File: src/rtl/proc_io_bridge.sv
// proc_io_bridge: host-fed input FIFO to processor din, processor dout to host-drained output FIFO, with stall.
// Optional PROC_IO_BRIDGE_STATUS_EN adds io_status (occupancies) and sticky io_err.
module proc_io_bridge #(
  parameter int DATA_W = 16,
  parameter int DEPTH = 8,
  parameter int CNT_W = $clog2(DEPTH) + 1
) (
  input  logic              clk,
  input  logic              sys_rst,
  input  logic [DATA_W-1:0] host_in_data,
  input  logic              host_in_valid,
  output logic              host_in_ready,
  output logic [DATA_W-1:0] proc_din,
  input  logic              proc_rd_req,
  input  logic [DATA_W-1:0] proc_dout,
  input  logic              proc_wr_req,
  output logic              proc_stall,
  output logic [DATA_W-1:0] host_out_data,
  output logic              host_out_valid,
`ifdef PROC_IO_BRIDGE_STATUS_EN
  output logic [15:0]       io_status,
  output logic [1:0]        io_err,
`endif
  input  logic              host_out_ready
);
  localparam int PW = $clog2(DEPTH);
  logic [DATA_W-1:0] mem_in [DEPTH];
  logic [DATA_W-1:0] mem_out [DEPTH];
  logic [PW-1:0] in_rd_ptr, in_wr_ptr, out_rd_ptr, out_wr_ptr;
  logic [CNT_W-1:0] in_count, out_count;
  logic in_empty, out_full, in_push, in_pop, out_push, out_pop;
  assign in_empty = in_count == '0;
  assign out_full = out_count == CNT_W'(DEPTH);
  assign host_in_ready = !sys_rst && in_count != CNT_W'(DEPTH);
  assign host_out_valid = !sys_rst && out_count != '0;
  // A stall blocks both processor sides so a reissued instruction never duplicates a transfer
  assign proc_stall = !sys_rst && ((proc_rd_req && in_empty) || (proc_wr_req && out_full));
  assign proc_din = (sys_rst || in_empty) ? '0 : mem_in[in_rd_ptr];
  assign host_out_data = host_out_valid ? mem_out[out_rd_ptr] : '0;
  assign in_push = host_in_valid && host_in_ready;
  assign in_pop = proc_rd_req && !proc_stall && !sys_rst;
  assign out_push = proc_wr_req && !proc_stall && !sys_rst;
  assign out_pop = host_out_valid && host_out_ready;
  always_ff @(posedge clk) begin
    if (in_push) mem_in[in_wr_ptr] <= host_in_data;
    if (out_push) mem_out[out_wr_ptr] <= proc_dout;
  end
  always_ff @(posedge clk) begin
    if (sys_rst) begin
      in_rd_ptr <= '0;
      in_wr_ptr <= '0;
      in_count <= '0;
      out_rd_ptr <= '0;
      out_wr_ptr <= '0;
      out_count <= '0;
    end else begin
      in_wr_ptr <= in_wr_ptr + PW'(in_push);
      in_rd_ptr <= in_rd_ptr + PW'(in_pop);
      in_count <= in_count + CNT_W'(in_push) - CNT_W'(in_pop);
      out_wr_ptr <= out_wr_ptr + PW'(out_push);
      out_rd_ptr <= out_rd_ptr + PW'(out_pop);
      out_count <= out_count + CNT_W'(out_push) - CNT_W'(out_pop);
    end
  end
`ifdef PROC_IO_BRIDGE_STATUS_EN
  logic [1:0] err;
  always_ff @(posedge clk) begin
    if (sys_rst) err <= '0;
    else err <= err | {proc_wr_req && out_full, proc_rd_req && in_empty};
  end
  assign io_err = sys_rst ? '0 : err;
  assign io_status = sys_rst ? '0 : {8'(in_count), 8'(out_count)};
`endif
endmodule

File: config.mk
export PLATFORM = sky130hd
export DESIGN_NAME = proc_io_bridge
export DESIGN_NICKNAME = d
export VERILOG_FILES = /design/src/rtl/proc_io_bridge.sv
export SDC_FILE = /design/constraint.sdc
export NUM_CORES = 1
export LEC_CHECK = 0
export ABC_CLOCK_PERIOD_IN_PS = 9700
export BUFFER_PORTS_ARGS = -buffer_cell sky130_fd_sc_hd__buf_2
export CORE_MARGIN = 4
export CORE_UTILIZATION = 40
export CTS_CLUSTER_SIZE = 24
export DETAILED_ROUTE_END_ITERATION = 8
export GPL_ROUTABILITY_DRIVEN = 1
export PLACE_DENSITY = 0.58
export SLEW_MARGIN = 20
export SYNTH_ARGS = -nofsm -noshare
export SYNTH_HDL_FRONTEND = slang
export SYNTH_SLANG_ARGS = --single-unit
File: constraint.sdc
create_clock -name clk -period 9.7 [get_ports clk]
set_input_delay 1.455 -clock clk [delete_from_list [all_inputs] [get_ports clk]]
set_output_delay 1.455 -clock clk [all_outputs]
set_load 0.02 [all_outputs]
==> results.toml, run 1 <==
[run_status]
outcome = "completed"

[sta]
fmax_mhz = 237.4
clock_skew_ns = 0.008653
rsz0062_at_grt = "no"
min_period_ns = 4.213
worstMarginPinSlew_ns = 1.051
min_period_over_period_pct = 43.43
finalMaxSlewViolations = 0
setup_violations = 0
slew_headroom_pct = 29.72
hold_viol = 0
tns_ns = 0

[route]
wl_per_cell_um = 21.81
finalWirelength_um = 21150
drt_iter0_markers = 292
dr.pass1.iters = 5
viasPerCell = 5.325
num_vias = 5165
drc = 0
antenna_left = 0

[cts]
insertion_delay_ns = 0.53
postCtsSetupBuffers = 0
path_clk_slew_ns = 0.06
root_buffer = "clkbuf_16"
cts_sinks = 276
htreeDepth = 1
cts_inserted_buffers = 30
clk_path_buf_depth = 3
cts_resized = 0
hold_buffers = 0
cts_tree = "done"

[worst_setup_path]
cp_max_fo = 32
rr_worst_depth = 10
rr_startpoint = "in_count[2]"
r2r_slack_ns = 6.75
crit_type = "in2out"
required_ns = 8.25
path_cells = "buf_2, a211oi_2, buf_4, a22o_1, buf_2"
cp-start-kind = "input port"
endpoint = "host_out_data[4]"
timing.rr.end = "out_count[3]"
crit_top_cell = "buf_2"
endpoint_kind = "output pin"
crit_arrival_ns = 2.76
cpPeakStageDelay_ns = 0.30
cp-startpoint = "sys_rst"
cp_slowest_cell = "buf_4"

[die]
die_y_um = 173.0
coreArea_mm2 = 0.02688
row_count = 60
ioPinCount = 73
start_util_pct = 40.54
die_x_um = 173.0
dieArea_mm2 = 0.02994

[synthesis]
yosys.area.top_type = "edfxtp_1"
synthFlopType = "edfxtp_1"
synthArstFlopShare_pct = 0
netlist_top_cells_area = "edfxtp_1, mux4_2, mux4_1, dfxtp_1, a22o_1"
synth-edff-count = 256
synthesis.area_mm2 = 0.01090
synthCells = 506
avgSynthCellArea_um2 = 21.53
synth_fp_nets = 566
ys_warn_count = 0
synth.top_cell.area_share_pct = 70.56
ys_ff_latch = 276
ys_types = 35
ys_seq_area_share_pct = 74.23

[layout]
area_growth_pct = 17.37
design_area_mm2 = 0.01279
final_layout_size_suffix_gt1_share_pct = 32.11
nNetsFinal = 666
n_antenna_cell = 0

[flow_run]
cap_violations = 0

[grt]
grt_max_degree = 34
antenna_found_initial = 1
grt_overflow = 0
grt_usage_pct = 14.11
grt_pass1_wl_um = 33070
grt_pass1_vias = 5592

[worst_hold_path]
hold_class = "reg2reg"

[pwr]
power_uw = 2983
p_leak_uw = 0.004362
powerDensity_mw_per_mm2 = 233.3
vdd_drop_max_uv = 194.4

[placement]
placed_area_mm2 = 0.01175
hpwlAfterDp_um = 12120
gp_congestion = 0.6866
placement.io_buffers = 72
==> flip-flops by register name (all words and copies together) (netlist names) <==
name / cells
mem_in: 128
out_wr_ptr: 3
in_rd_ptr: 3
out_rd_ptr: 3
in_count: 4
in_wr_ptr: 3
out_count: 4
mem_out: 128
==> final cells by class <==
| cell class | instances | area [um^2] |
|---|---|---|
| Clock buffer | 32 | 779.5 |
| Inverter | 17 | 63.81 |
| Timing Repair Buffer | 90 | 499.2 |
| Multi-Input combinational cell | 191 | 2674 |
| Fill cell | 2243 | 14090 |
| Sequential cell | 276 | 8094 |
| Tap cell | 341 | 426.7 |
| Clock inverter | 23 | 251.5 |
==> logic make-up (layout without fill, tap and decap cells) <==
group,count (synthesis),count (layout),synth area share [%]
AOI/OAI and AO/OA,41,41,3.261
DFF,276,276,74.23
buffers and inverters,39,162,2.170
adders and majority gates,22,22,2.664
muxes,66,66,14.26
xor gates and xnor gates,6,6,0.4823
and+or+nand+nor,56,56,2.928
==> power by group <==
part           leakage, uW  internal [uW]  switching, uW
registers          0.00248           1340           45.1
clock network     0.000506            714            450
logic              0.00138            197            232
total              0.00436           2260            727
==> per-stage QoR <==
stage          instances  setup WS (ns)  utilization, %  hold WS (ns)
2_1_floorplan        506          5.655               -        0.5153
3_3_place_gp         914          5.529           43.70        0.5338
3_5_place_dp         914          5.489           43.71        0.5601
4_1_cts              969          5.490           47.54        0.5721
5_1_grt              970          5.405           47.58        0.6024
6_report             970          5.487           47.58        0.5671
==> cell usage in the layout, fill, tap and decap left out, drive strengths merged, types with 13 or more instances in the layout <==
cell and n:
edfxtp 256, mux4 64, clkbuf 32, nor2 13
ha 20, nor2b 15, clkinv 14, buf 90
dfxtp 20, inv 19, a22o 32
==> synth_stat cells (3+ instances only) <==
library cell / number
edfxtp_1: 256
mux4_2: 40
a22o_1: 32
mux4_1: 24
dfxtp_1: 20
ha_1: 20
inv_1: 17
nor2b_1: 15
nor2_1: 13
nor3_1: 8
buf_2: 7
buf_6: 6
nor4_1: 5
xnor2_1: 5
a21oi_1: 3
buf_1: 3
clkbuf_1: 3
nand2_1: 3
nand2b_1: 3
==> layer usage <==
| metal | routed length (um) | GRT usage (%) | vias to the layer above |
|---|---|---|---|
| met5 | 13 | 0 | - |
| met2 | 10950 | 24.84 | 113 |
| met1 | 8850 | 18.33 | 2705 |
| li1 | - | - | 2315 |
| met3 | 977 | 2.689 | 30 |
| met4 | 357 | 3.193 | 2 |
==> critical path, delay by kind of cell <==
kind	cells	cell delay [ns]
buf+inv	3	0.78
compound gates	2	0.51
==> worst min-delay path by stage <==
stage	start	endpoint	depth (start not counted)
after floorplan	in_rd_ptr[2]	in_rd_ptr[2]	2
after global placement	in_rd_ptr[2]	in_rd_ptr[2]	2
after detailed placement	out_rd_ptr[2]	out_rd_ptr[2]	2
after CTS	out_rd_ptr[2]	out_rd_ptr[2]	2
after global routing	in_rd_ptr[1]	in_rd_ptr[1]	2
final	out_rd_ptr[2]	out_rd_ptr[2]	2
Power figures use the tool's default switching activity.
==> inputs of run 2 (changes only) <==
--- a/config.mk
+++ b/config.mk
@@ -5,14 +5,15 @@
 export SDC_FILE = /design/constraint.sdc
 export NUM_CORES = 1
 export LEC_CHECK = 0
-export ABC_CLOCK_PERIOD_IN_PS = 9700
+export ABC_AREA = 1
+export ABC_CLOCK_PERIOD_IN_PS = 4200
 export BUFFER_PORTS_ARGS = -buffer_cell sky130_fd_sc_hd__buf_2
 export CORE_MARGIN = 4
 export CORE_UTILIZATION = 40
 export CTS_CLUSTER_SIZE = 24
 export DETAILED_ROUTE_END_ITERATION = 8
 export GPL_ROUTABILITY_DRIVEN = 1
-export PLACE_DENSITY = 0.58
+export PLACE_DENSITY = 0.57
 export SLEW_MARGIN = 20
 export SYNTH_ARGS = -nofsm -noshare
 export SYNTH_HDL_FRONTEND = slang
==> constraint.sdc (replaced) <==
create_clock -name clk -period 4.2 [get_ports clk]
set_input_delay 0.63 -clock clk [delete_from_list [all_inputs] [get_ports clk]]
set_output_delay 0.63 -clock clk [all_outputs]
set_load 0.02 [all_outputs]
==> run 2 against run 1 <==
Effect of this change: flip-flop and latch count unchanged; worst setup slack got worse by 4.5 ns; first-iteration DRC count rose by 78%; via count increased by 55%; routed wire length grew 23%; global-route usage is 1.4 points higher; register-to-register slack lost 4.9 ns; clock power is 130% higher; area after synthesis is 14% higher; cell count is 81% higher; core utilization fell by 1.1 points; clock skew rose by 0.00095 ns; critical endpoint is now host_out_data[3]; highest routed layer unchanged.
==> results.toml, run 2 <==
[route]
drc = 0
viasPerCell = 4.553
num_vias = 7991
drt_iter0_markers = 520
antenna_left = 0
finalWirelength_um = 26080
wl_per_cell_um = 14.86
dr.pass1.iters = 5

[cts]
cts_resized = 0
hold_buffers = 0
root_buffer = "clkbuf_16"
cts_inserted_buffers = 30
htreeDepth = 1
postCtsSetupBuffers = 0
insertion_delay_ns = 0.54
cts_sinks = 276
clk_path_buf_depth = 3
path_clk_slew_ns = 0.06
cts_tree = "done"

[synthesis]
synth_fp_nets = 1325
ys_ff_latch = 276
synth_most_common_cell = "nand2_1"
synthesis.area_mm2 = 0.01242
ys_seq_area_share_pct = 65.14
synthXorXnorAreaFrac_pct = 0.4232
synth_common_cells = "nand2_1, inv_1, edfxtp_1, nand3_1, nor2_1"
yosys.area.top_type = "edfxtp_1"
synth_top_family_by_area = "simple AND/OR/NAND/NOR gates"
muxShareOfSynthArea_pct = 0
synthCells = 1265
avgSynthCellArea_um2 = 9.816
synthArstFlopShare_pct = 0
synth-edff-count = 256
synth_compound_area_share_pct = 0.3829
ys_warn_count = 0
netlist_top_cells_area = "edfxtp_1, nand2_1, inv_1, nand3_1, dfxtp_1"
ys_types = 25
yosys.area_share.simple_pct = 20.46
synthFlopType = "edfxtp_1"
synthAdderAreaFrac_pct = 2.338
synth.top_cell.area_share_pct = 61.91

[flow_run]
cap_violations = 0

[pwr]
p_leak_uw = 0.006349
vdd_drop_max_uv = 387.8
powerDensity_mw_per_mm2 = 506.0

[layout]
top_regs = "mem_in (128), mem_out (128)"
nNetsFinal = 1394
area_growth_pct = 14.58
mostFrequentLayoutCells = "nand2_1, inv_1, edfxtp_1"
design_area_mm2 = 0.01423
layout.cells.most_common = "nand2_1"
final_layout_size_suffix_gt1_share_pct = 12.37

[worst_setup_path]
endpoint_kind = "output pin"
cp_max_fo = 64
cp-start-kind = "flop"
crit_arrival_ns = 2.59
required_ns = 3.57
crit_type = "reg2out"

[worst_hold_path]
hold_class = "in2reg"

[sta]
setup_violations = 0
fin_ws_ns = 0.9795
finalMaxSlewViolations = 0
min_period_over_period_pct = 76.68
worstMarginPinSlew_ns = 1.072
fmax_mhz = 310.5
tns_ns = 0
min_period_ns = 3.220
hold_viol = 0
clock_skew_ns = 0.009605
whs_ns = 0.3542
rsz0062_at_grt = "no"
slew_headroom_pct = 28.45

[placement]
hpwlAfterDp_um = 14910
gp_congestion = 0.7442
placement.io_buffers = 72
place_ws_ns = 1.332
placed_area_mm2 = 0.01317

[grt]
grt_max_degree = 66
grt_pass1_wl_um = 41880
antenna_found_initial = 2
grt_overflow = 0
grt_usage_pct = 15.51
grt_pass1_vias = 7769

[die]
row_count = 64
ioPinCount = 73
die_y_um = 184.2
dieArea_mm2 = 0.03393
start_util_pct = 40.59
coreArea_mm2 = 0.03059
die_x_um = 184.2

[run_status]
outcome = "completed"
[run 2: stage by stage]
step | instances | total power (uW) | utilization (%)
after floorplan | 1265 | 4168 | -
after global placement | 1698 | 4529 | 43.05
after detailed placement | 1698 | 4549 | 43.05
after CTS | 1754 | 7294 | 46.50
after global routing | 1754 | 7606 | 46.50
final | 1755 | 7199 | 46.51
[run 2: routing by layer]
| layer | vias to the layer above | share of wire [%] | track usage, % | wire [um] |
|---|---|---|---|---|
| met5 | - | 0.12 | 0 | 31 |
| met1 | 3670 | 45 | 20.97 | 11670 |
| met4 | 4 | 1.7 | 3.579 | 449 |
| li1 | 4097 | - | - | - |
| met3 | 44 | 5.5 | 2.566 | 1422 |
| met2 | 176 | 48 | 26.42 | 12510 |
[run 2: cell families after synthesis]
group,Yosys count
adders and majority gates,22
and+or+nand+nor,608
DFF,276
xor gates and xnor gates,6
buffers and inverters,345
AOI/OAI and AO/OA,8
[run 2: final cells by class]
type	count	area, um^2
clock inverter	17	178.9
fill	2816	16360
multi-input combinational	644	2990
timing repair buffer	90	495.5
tap	396	495.5
antenna	1	2.502
clock buffer	39	877.1
inverter	292	1097
sequential	276	8090
[run 2: power breakdown]
group | total [uW] | switching [uW] | internal [uW]
clock network | 2720 | 1070 | 1660
logic | 1330 | 918 | 409
registers | 3150 | 40.3 | 3110
total | 7200 | 2020 | 5170
[run 2: worst paths after layout]
kind,end,start,slack (ns),cells after the start
setup / recovery,host_out_data[3],out_rd_ptr[0],0.98,7
hold / removal,mem_in[7][2],host_in_data[2],0.35,1
setup reg to reg,in_count[2],in_count[2],1.86,11
hold reg to reg,in_wr_ptr[2],in_wr_ptr[2],0.56,2
[run 2: worst max-delay path, stage by stage, from the launching register on]
cell and delay [ns]:
dfxtp_2 0.34, clkinv_2 0.72, nand2_1 0.27, nand3_1 0.09, nand2_1 0.08, nor2_1 0.04, nor2_1 0.26, buf_2 0.23
